===== src/rtl/cdb_pkg.sv =====
// Shared types and defaults for the buffered CDB arbiter.
package cdb_pkg;
    localparam int CDB_DATA_W = 20;
    localparam int CDB_TC_W   = 2;

    // Conventional channel assignment
    localparam int CH_INT = 0;
    localparam int CH_LS  = 1;
    localparam int CH_MUL = 2;

    typedef struct packed {
        logic                  valid;
        logic [CDB_DATA_W-1:0] payload;
    } cdb_entry_t;

    typedef struct packed {
        logic [CDB_DATA_W-1:0] payload;
        logic [CDB_TC_W-1:0]   tc;
    } fu_result_t;
endpackage


===== src/rtl/cdb_chan_fifo.sv =====
// Per-channel result FIFO: power-of-two depth, flush wins over push/pop.
module cdb_chan_fifo #(
    parameter int W     = 22,
    parameter int DEPTH = 2
) (
    input  logic                   clk,
    input  logic                   rst_n,
    input  logic                   flush,
    input  logic                   push,
    input  logic                   pop,
    input  logic [W-1:0]           wdata,
    output logic [W-1:0]           rdata,
    output logic [$clog2(DEPTH):0] count,
    output logic                   full,
    output logic                   empty
);
    localparam int PW = $clog2(DEPTH);
    localparam int CW = PW + 1;

    logic [W-1:0]  mem [DEPTH];
    logic [PW-1:0] wptr, rptr;
    logic          do_push, do_pop;

    assign full    = (count == CW'(DEPTH));
    assign empty   = (count == '0);
    assign do_push = push & ~full;
    assign do_pop  = pop & ~empty;
    assign rdata   = mem[rptr];

    // Storage array; contents are don't-care until a pointer covers them
    always_ff @(posedge clk) begin
        if (do_push) mem[wptr] <= wdata;
    end

    // Pointers wrap naturally at DEPTH; count tracks occupancy
    always_ff @(posedge clk or negedge rst_n) begin
        if (!rst_n) begin
            wptr  <= '0;
            rptr  <= '0;
            count <= '0;
        end else if (flush) begin
            wptr  <= '0;
            rptr  <= '0;
            count <= '0;
        end else begin
            if (do_push) wptr <= wptr + 1'b1;
            if (do_pop)  rptr <= rptr + 1'b1;
            case ({do_push, do_pop})
                2'b10:   count <= count + 1'b1;
                2'b01:   count <= count - 1'b1;
                default: count <= count;
            endcase
        end
    end
endmodule


===== src/rtl/cdb_arbiter_buffered.sv =====
// Buffered multi-slot CDB arbiter: per-channel FIFOs feed up to NUM_SLOTS
// registered broadcast slots per cycle. Fixed priority (channel 0 highest)
// by default; define CDB_RR_ARB_EN for a rotating round-robin pointer.
module cdb_arbiter_buffered
    import cdb_pkg::*;
#(
    parameter int NUM_CH     = 3,
    parameter int NUM_SLOTS  = 2,
    parameter int DATA_W     = CDB_DATA_W,
    parameter int TC_W       = CDB_TC_W,
    parameter int FIFO_DEPTH = 2
) (
    input  logic                                 clk,
    input  logic                                 rst_n,
    input  logic                                 flush,
    input  logic [NUM_CH-1:0]                    ch_valid,
    output logic [NUM_CH-1:0]                    ch_ready,
    input  logic [NUM_CH*DATA_W-1:0]             ch_data,
    input  logic [NUM_CH*TC_W-1:0]               ch_tc,
    output logic [NUM_SLOTS*(DATA_W+1)-1:0]      cdb_data,
    output logic [NUM_SLOTS*TC_W-1:0]            cdb_tc,
    output logic [NUM_SLOTS*$clog2(NUM_CH)-1:0]  cdb_src,
    output logic [NUM_CH-1:0]                    clear_rs,
    output logic [NUM_CH-1:0]                    fifo_full
);
    localparam int SRC_W = $clog2(NUM_CH);
    localparam int ENT_W = DATA_W + TC_W;
    localparam int CNT_W = $clog2(FIFO_DEPTH) + 1;

    logic [NUM_CH-1:0][ENT_W-1:0]    head;
    logic [NUM_CH-1:0][CNT_W-1:0]    count;
    logic [NUM_CH-1:0]               empty, push, pop;
    logic [NUM_SLOTS-1:0]            slot_vld;
    logic [NUM_SLOTS-1:0][SRC_W-1:0] slot_src;

    for (genvar i = 0; i < NUM_CH; i++) begin : g_ch
        // Ready comes from registered occupancy only, so a full FIFO stays
        // closed even in a cycle where its head is being popped.
        assign ch_ready[i] = (count[i] < CNT_W'(FIFO_DEPTH));
        assign push[i]     = ch_valid[i] & ch_ready[i];

        cdb_chan_fifo #(.W(ENT_W), .DEPTH(FIFO_DEPTH)) u_fifo (
            .clk   (clk),
            .rst_n (rst_n),
            .flush (flush),
            .push  (push[i]),
            .pop   (pop[i]),
            .wdata ({ch_data[i*DATA_W +: DATA_W], ch_tc[i*TC_W +: TC_W]}),
            .rdata (head[i]),
            .count (count[i]),
            .full  (fifo_full[i]),
            .empty (empty[i])
        );
    end

`ifdef CDB_RR_ARB_EN
    logic [SRC_W-1:0] rr_ptr, rr_next, last_src;

    // Next pointer: one past the channel in the highest filled slot
    always_comb begin
        last_src = '0;
        for (int s = 0; s < NUM_SLOTS; s++)
            if (slot_vld[s]) last_src = slot_src[s];
        rr_next = (int'(last_src) == NUM_CH - 1) ? '0 : last_src + 1'b1;
    end

    // Rotating priority pointer, advanced only on cycles with a grant
    always_ff @(posedge clk or negedge rst_n) begin
        if (!rst_n)          rr_ptr <= '0;
        else if (flush)      rr_ptr <= '0;
        else if (|slot_vld)  rr_ptr <= rr_next;
    end
`endif

    // Fill slots in order, each taking the best remaining non-empty channel
    always_comb begin
        logic [NUM_CH-1:0] avail;
        int c;
        avail    = ~empty;
        slot_vld = '0;
        slot_src = '0;
        pop      = '0;
        c        = 0;
        for (int s = 0; s < NUM_SLOTS; s++) begin
            for (int k = 0; k < NUM_CH; k++) begin
`ifdef CDB_RR_ARB_EN
                c = int'(rr_ptr) + k;
                if (c >= NUM_CH) c = c - NUM_CH;
`else
                c = k;
`endif
                if (!slot_vld[s] && avail[c]) begin
                    slot_vld[s] = 1'b1;
                    slot_src[s] = SRC_W'(c);
                    avail[c]    = 1'b0;
                    pop[c]      = 1'b1;
                end
            end
        end
    end

    // Registered CDB slots and RS clear pulses; unfilled slots are all-zero
    always_ff @(posedge clk or negedge rst_n) begin
        if (!rst_n) begin
            cdb_data <= '0;
            cdb_tc   <= '0;
            cdb_src  <= '0;
            clear_rs <= '0;
        end else if (flush) begin
            cdb_data <= '0;
            cdb_tc   <= '0;
            cdb_src  <= '0;
            clear_rs <= '0;
        end else begin
            for (int s = 0; s < NUM_SLOTS; s++) begin
                cdb_data[s*(DATA_W+1) +: DATA_W+1] <= slot_vld[s] ?
                    {1'b1, head[slot_src[s]][ENT_W-1:TC_W]} : '0;
                cdb_tc[s*TC_W +: TC_W] <= slot_vld[s] ?
                    head[slot_src[s]][TC_W-1:0] : '0;
            end
            cdb_src  <= slot_src;
            clear_rs <= pop;
        end
    end
endmodule


===== config.mk =====
export PLATFORM = sky130hd
export DESIGN_NAME = cdb_arbiter_buffered
export DESIGN_NICKNAME = d
export VERILOG_FILES = /design/src/rtl/cdb_pkg.sv /design/src/rtl/cdb_chan_fifo.sv /design/src/rtl/cdb_arbiter_buffered.sv
export SDC_FILE = /design/constraint.sdc
export NUM_CORES = 1
export LEC_CHECK = 0
export CORE_UTILIZATION = 30
export DETAILED_ROUTE_END_ITERATION = 6
export GPL_ROUTABILITY_DRIVEN = 1
export PLACE_DENSITY = 0.54
export REMOVE_ABC_BUFFERS = 1
export SYNTH_ARGS = -nofsm -noshare
export SYNTH_HDL_FRONTEND = slang
export SYNTH_SLANG_ARGS = --single-unit

===== constraint.sdc =====
create_clock -name clk -period 6.75 [get_ports clk]
set_input_delay 1.35 -clock clk [delete_from_list [all_inputs] [get_ports clk]]
set_output_delay 1.35 -clock clk [all_outputs]
set_load 0.02 [all_outputs]

==> impl_metrics.env <==
export IMPL_fillers=2283
export IMPL_cts_made_buffers=17
export IMPL_dp_hpwl_um=12300
export IMPL_final_nets=672
export IMPL_clock_latency_ns=0.44
export IMPL_num_vias=4375
export IMPL_wl_um=18300
export IMPL_p_int_mw=2.12
export IMPL_ctsHoldBuffers=0
export IMPL_viasPerCell=4.67
export IMPL_io_pins=131
export IMPL_power_switching_mw=0.632
export IMPL_drc=0
export IMPL_drtPass1Iterations=4
export IMPL_syn2layout_area_growth_pct=29.8
export IMPL_crit_fanout=5
export IMPL_synth_area_um2=7560
export IMPL_startpoint_type="flip-flop"
export IMPL_cts_setup_buffers=0
export IMPL_r2r_start="g_ch[1].u_fifo.count[1]"
export IMPL_grt_max_degree=66
export IMPL_dieArea_um2=25800
export IMPL_cts_sinks=197
export IMPL_dominantRegCellSynth="edfxtp_1"
export IMPL_die_w_um=161
export IMPL_timing_critical_path_from="g_ch[1].u_fifo.count[0]"
export IMPL_core_rowCount=57
export IMPL_dp_worst_setup_slack_ns=3.37
export IMPL_synth_edff_count=132
export IMPL_period_needed_ns=3.07
export IMPL_vdd_drop_max_uv=128
export IMPL_slew_violations=0
export IMPL_grt_overflow=0
export IMPL_final_setup_worst_slack_ns=3.68
export IMPL_worstSetupEndpointType="primary output"
export IMPL_cts_tree="yes"
export IMPL_holdPathEnd="g_ch[0].u_fifo.count[1]"
export IMPL_dp_cells=905
export IMPL_slew_headroom_pct=19.4
export IMPL_root_buffer="clkbuf_16"
export IMPL_ys_ff_latch=197
export IMPL_pwr_share_seq_pct=51.0
export IMPL_p_clk_share_pct=38.4
export IMPL_wl_per_cell_um=19.5
export IMPL_clk_pin_slew_worst_paths_ns=0.07
export IMPL_postRouteAntennaNets=0
export IMPL_status="complete, no violations"
export IMPL_reg2reg_depth=5
export IMPL_final_period_utilization_pct=45.5
export IMPL_yosys_warnings=0
export IMPL_diodes=0
export IMPL_io_buffer_count=130
export IMPL_cts_htree_levels=4
export IMPL_place_congestion=0.768
export IMPL_tightest_slew_ns=1.20
export IMPL_arrival_ns=1.72
export IMPL_finalHoldViolations=0
export IMPL_setup_viol=0
export IMPL_power_density_nw_per_um2=280
export IMPL_ys_types=39
export IMPL_worstReg2RegEnd="cdb_data[21]"
export IMPL_path_class="reg -> out"
export IMPL_grt_pass1_wl_um=28000
export IMPL_async_flop_share_pct=33.0
export IMPL_start_util_pct=30.8
export IMPL_swShare_pct=23.0
export IMPL_power_frac_comb_pct=10.6
export IMPL_rsz0062_at_grt="no"
export IMPL_cts_max_path_buffers=2
export IMPL_grtUsageTotal_pct=14.9
export IMPL_die_y_um=161
export IMPL_hold_depth=2
export IMPL_syn_mean_instance_area_um2=15.9
export IMPL_grt_pass1_vias=4636
export IMPL_worstHoldStart="g_ch[0].u_fifo.count[0]"
export IMPL_leakagePower_nw=3.51
export IMPL_cts_resized=0
export IMPL_coreArea_um2=24500
export IMPL_clock_skew_ns=0.00957
export IMPL_first_iter_violations=274
export IMPL_cp_required_ns=5.40
export IMPL_fin_cells=937
export IMPL_reg2reg_slack_ns=4.11
export IMPL_grt_antenna_before_repair=0
export IMPL_maxCapViolCount=0
export IMPL_fin_setup_tns_ns=0
export IMPL_ys_seq_area_share_pct=73.9
export IMPL_layout_drive_gt1_share_pct=13.1
export IMPL_synth_cells=475
export IMPL_hp_class="reg -> reg"
export IMPL_max_freq_mhz=325
[per-layer routing]
metal,global-route usage [%],up-vias,routed length [um]
met4,4.97,0,324
met5,0,-,0
met2,24.7,116,9120
met1,19.2,2196,7990
li1,-,2038,-
met3,3.56,25,873
[worst max-delay path by stage]
stage                     cells after the start                  endpoint  slack, ns
after detailed placement                      3              cdb_data[29]       3.37
final                                         3              fifo_full[1]       3.68
after global routing                          3              fifo_full[1]       3.57
after global placement                        3              cdb_data[26]       3.47
after floorplan                               2  g_ch[2].u_fifo.mem[0][0]       3.67
after CTS                                     3              fifo_full[1]       3.64
[cell type report]
class / count / area (um2) / area share (%)
flip-flops and latches: 197 / 5590 / 57.0
multi-input cells: 237 / 1800 / 18.4
repair buffers: 140 / 1370 / 14.0
clock buffers: 17 / 425 / 4.34
well taps: 324 / 405 / 4.13
clock inverters: 15 / 185 / 1.89
inverters: 7 / 26.3 / 0.268
[stage by stage]
step	utilization, %	cell area [um2]	power (mW)	hold WS, ns
after floorplan	-	7380	1.56	0.518
after global placement	37.5	9200	1.72	0.552
after detailed placement	37.5	9200	1.72	0.572
after CTS	40.0	9810	2.77	0.578
after global routing	40.0	9810	2.85	0.625
final	40.0	9810	2.75	0.576
[power groups by stage]
stage	logic (mW)	clock network [mW]	registers [mW]
after floorplan	0.113	0	1.45
final	0.290	1.06	1.40
after global routing	0.316	1.12	1.41
after global placement	0.289	0	1.43
after detailed placement	0.295	0	1.43
after CTS	0.296	1.07	1.40
[sequential cells by signal (all words and copies together) (netlist names)]
signal             count
cdb_tc                 4
g_ch.u_fifo.count      6
cdb_data              42
g_ch.u_fifo.wptr       3
clear_rs               3
g_ch.u_fifo.mem      132
g_ch.u_fifo.rptr       3
cdb_src                4
[worst max-delay path: stages (launching register included)]
cell	delay (ns)
dfrtp_1	0.44
nand2b_1	0.19
inv_1	0.06
clkdlybuf4s50_1	0.60
[cells by family after synthesis]
group	Yosys count	share of synthesized area [%]
AND/OR/NAND/NOR	109	7.30
XOR/XNOR	6	0.695
AO/OA/AOI/OAI	66	7.58
multiplexers	56	7.78
flip-flops	197	73.9
buffers and inverters	41	2.70
[cell usage in the layout, fill, tap and decap left out, drive strengths merged, types with 2 or more instances in the layout]
master | netlist | layout
dfrtp | 65 | 65
nor2 | 34 | 34
edfxtp | 132 | 132
nand2b | 3 | 3
a21oi | 6 | 6
clkdlybuf4s50 | 0 | 129
a31oi | 11 | 11
a2111oi | 20 | 20
and3 | 2 | 2
mux2i | 34 | 34
buf | 23 | 11
or3 | 12 | 12
o32ai | 10 | 10
nor3 | 4 | 4
nand2 | 25 | 25
clkinvlp | 0 | 3
nand3b | 2 | 2
bufinv | 0 | 4
a221oi | 10 | 10
clkbuf | 11 | 17
nor2b | 13 | 13
xnor2 | 3 | 3
clkinv | 0 | 6
inv | 7 | 9
xor2 | 3 | 3
a211oi | 3 | 3
and2 | 12 | 12
mux2 | 22 | 22
[cells in the mapped netlist (all sizes together) (11+ instances only)]
master	instances	area share, %
or3	12	0.99
and2	12	0.99
a31oi	11	0.91
mux2i	34	4.5
buf	23	1.8
a2111oi	20	3.0
nor2b	13	1.1
nand2	25	1.2
mux2	22	3.3
edfxtp	132	52
dfrtp	65	22
clkbuf	11	0.58
nor2	34	1.7
(Power assumes the default switching activity.)
==> RTL edit, RTL diff (config.mk and constraints unchanged) <==
Change the parameter `NUM_SLOTS` from 2 to 4.
--- a/src/rtl/cdb_arbiter_buffered.sv
+++ b/src/rtl/cdb_arbiter_buffered.sv
@@ -7,3 +7,3 @@
     parameter int NUM_CH     = 3,
-    parameter int NUM_SLOTS  = 2,
+    parameter int NUM_SLOTS  = 4,
     parameter int DATA_W     = CDB_DATA_W,
Interface: changed (resized cdb_data, cdb_src and cdb_tc); port bits go from 131 to 181. The function was not compared with the original's and may differ.
==> RTL edit against the unedited design <==
Final area is 13% higher. Non-clock buffer count grew 21. Largest cell class unchanged. Via count increased by 11%. Power is 20% higher. Setup slack worse by 190 ps. Die area increased by 11%. Wire length is 14% higher. Area after synthesis is 11% higher. Sequential cell count increased by 23. Global-route usage down 0.21 points.
==> RTL edit: results (changes against the unedited design) <==
.. list-table::
   :header-rows: 1

   * - Metric
     - Value
   * - Result of the run
     - finished, final reports clean (unchanged)
   * - Worst Path Arrival
     - 1910 ps (was 1720 ps)
   * - Met3 layer usage reported by global route
     - 0.02923 (was 0.03564)
   * - Top cells by area, synth
     - sky130_fd_sc_hd__edfxtp_1 47%, sky130_fd_sc_hd__dfrtp_1 26%, sky130_fd_sc_hd__mux2_2 5.9% (was sky130_fd_sc_hd__edfxtp_1 52%, sky130_fd_sc_hd__dfrtp_1 22%, sky130_fd_sc_hd__mux2i_1 4.5%)
   * - Crit Reg-Reg Startpoint
     - g_ch[0].u_fifo.count[0] (was g_ch[1].u_fifo.count[1])
   * - Dpl ws
     - 3110 ps (was 3369 ps)
   * - Input/output buffers
     - 154 (was 130)
   * - Met2 Wirelength
     - 9.701 mm (was 9.116 mm)
   * - Fin Clk Skew
     - 9.374 ps (was 9.568 ps)
   * - Routability-driven placement congestion ratio
     - 0.8856 (was 0.7681)
   * - Registers with the highest flip-flop counts
     - g_ch.u_fifo.mem (132), cdb_data (63) (was g_ch.u_fifo.mem (132), cdb_data (42), g_ch.u_fifo.count (6))
   * - Number of clock buffers inserted by TritonCTS
     - 24 (was 17)
   * - Total met3 wirelength after detailed routing
     - 1.673 mm (was 873 um)
   * - Via count of the first global-routing pass
     - 5,043 (was 4,636)
   * - Highest Signal Layer
     - met5 (was met4)
   * - Final instance area
     - 0.01104 mm^2 (was 0.009809 mm^2)
   * - Remaining max-slew budget at the tightest pin
     - 0.1937 (was 0.1942)
   * - Clock latency on the worst-skew pair
     - 510 ps (was 440 ps)
   * - Post-route non-filler standard cell count
     - 1,084 (was 937)
   * - Async set or reset register ratio after synthesis
     - 0.4000 (was 0.3299)
   * - Met1 global-route usage
     - 0.2038 (was 0.1916)
   * - Crit path to
     - fifo_full[0] (was fifo_full[1])
   * - Routed length on met1
     - 9.209 mm (was 7.988 mm)
   * - Maximum number of pins on one net before global-route repair
     - 69 (was 66)
   * - P_comb
     - 0.000302 W (was 0.000290 W)
   * - Routed WL per cell
     - 19.32 um (was 19.53 um)
   * - Post-Place Cells
     - 1,040 (was 905)
   * - Maximum count of clock buffers along a single path
     - 3 (was 2)
   * - Leakage power figure
     - 4.238 nW (was 3.510 nW)
   * - Sequential element share of the synthesized area
     - 0.7371 (was 0.7395)
   * - Net count reported at finish
     - 766 (was 672)
   * - Wire length of the first global-routing pass
     - 31.18 mm (was 27.99 mm)
   * - Number of distinct library cells after synthesis
     - 32 (was 39)
   * - Global routing met2 resource utilization
     - 0.2384 (was 0.2470)
-- RTL edit: changes by cell type in the layout (fill, tap and decap cells not counted), sizes merged, moves of 20 or more --
cell	change
mux2	+22
conb	+26
dfrtp	+23
a2111oi	-20
clkdlybuf4s50	+24
nor2	+29
a22oi	+22
-- RTL edit: how the worst min path moves through the flow --
stage	startpoint	endpoint	slack (ps)	cells past startpoint
2_1_floorplan	g_ch[2].u_fifo.count[0]	g_ch[2].u_fifo.count[1]	490	2
3_3_place_gp	g_ch[2].u_fifo.count[0]	g_ch[2].u_fifo.count[1]	520	2
3_5_place_dp	g_ch[2].u_fifo.count[0]	g_ch[2].u_fifo.count[1]	540	2
4_1_cts	g_ch[2].u_fifo.count[0]	g_ch[2].u_fifo.count[1]	550	2
5_1_grt	g_ch[2].u_fifo.count[0]	g_ch[2].u_fifo.count[1]	570	2
6_report	g_ch[2].u_fifo.mem[0][10]	cdb_data[50]	540	2
-- RTL edit: kinds of logic (layout without fill, tap and decap cells) --
| group | count (synthesis) | in the layout | share of synthesized area |
|---|---|---|---|
| flip-flops | 220 | 220 | 0.7371 |
| buffers and inverters | 70 | 214 | 0.05040 |
| XOR/XNOR | 7 | 7 | 0.007329 |
| AO/OA/AOI/OAI | 73 | 73 | 0.05848 |
| other | 1 | 26 | 0.0004483 |
| multiplexers | 66 | 66 | 0.08555 |
| AND/OR/NAND/NOR | 106 | 106 | 0.06072 |
-- RTL edit: cell type report --
type                            instances  share of cell area
Tap cell                              372             0.04216
Timing Repair Buffer                  161              0.1442
Clock inverter                         10             0.01360
Inverter                                9            0.003060
Multi-Input combinational cell        278              0.1713
Clock buffer                           34             0.06721
Sequential cell                       220              0.5585
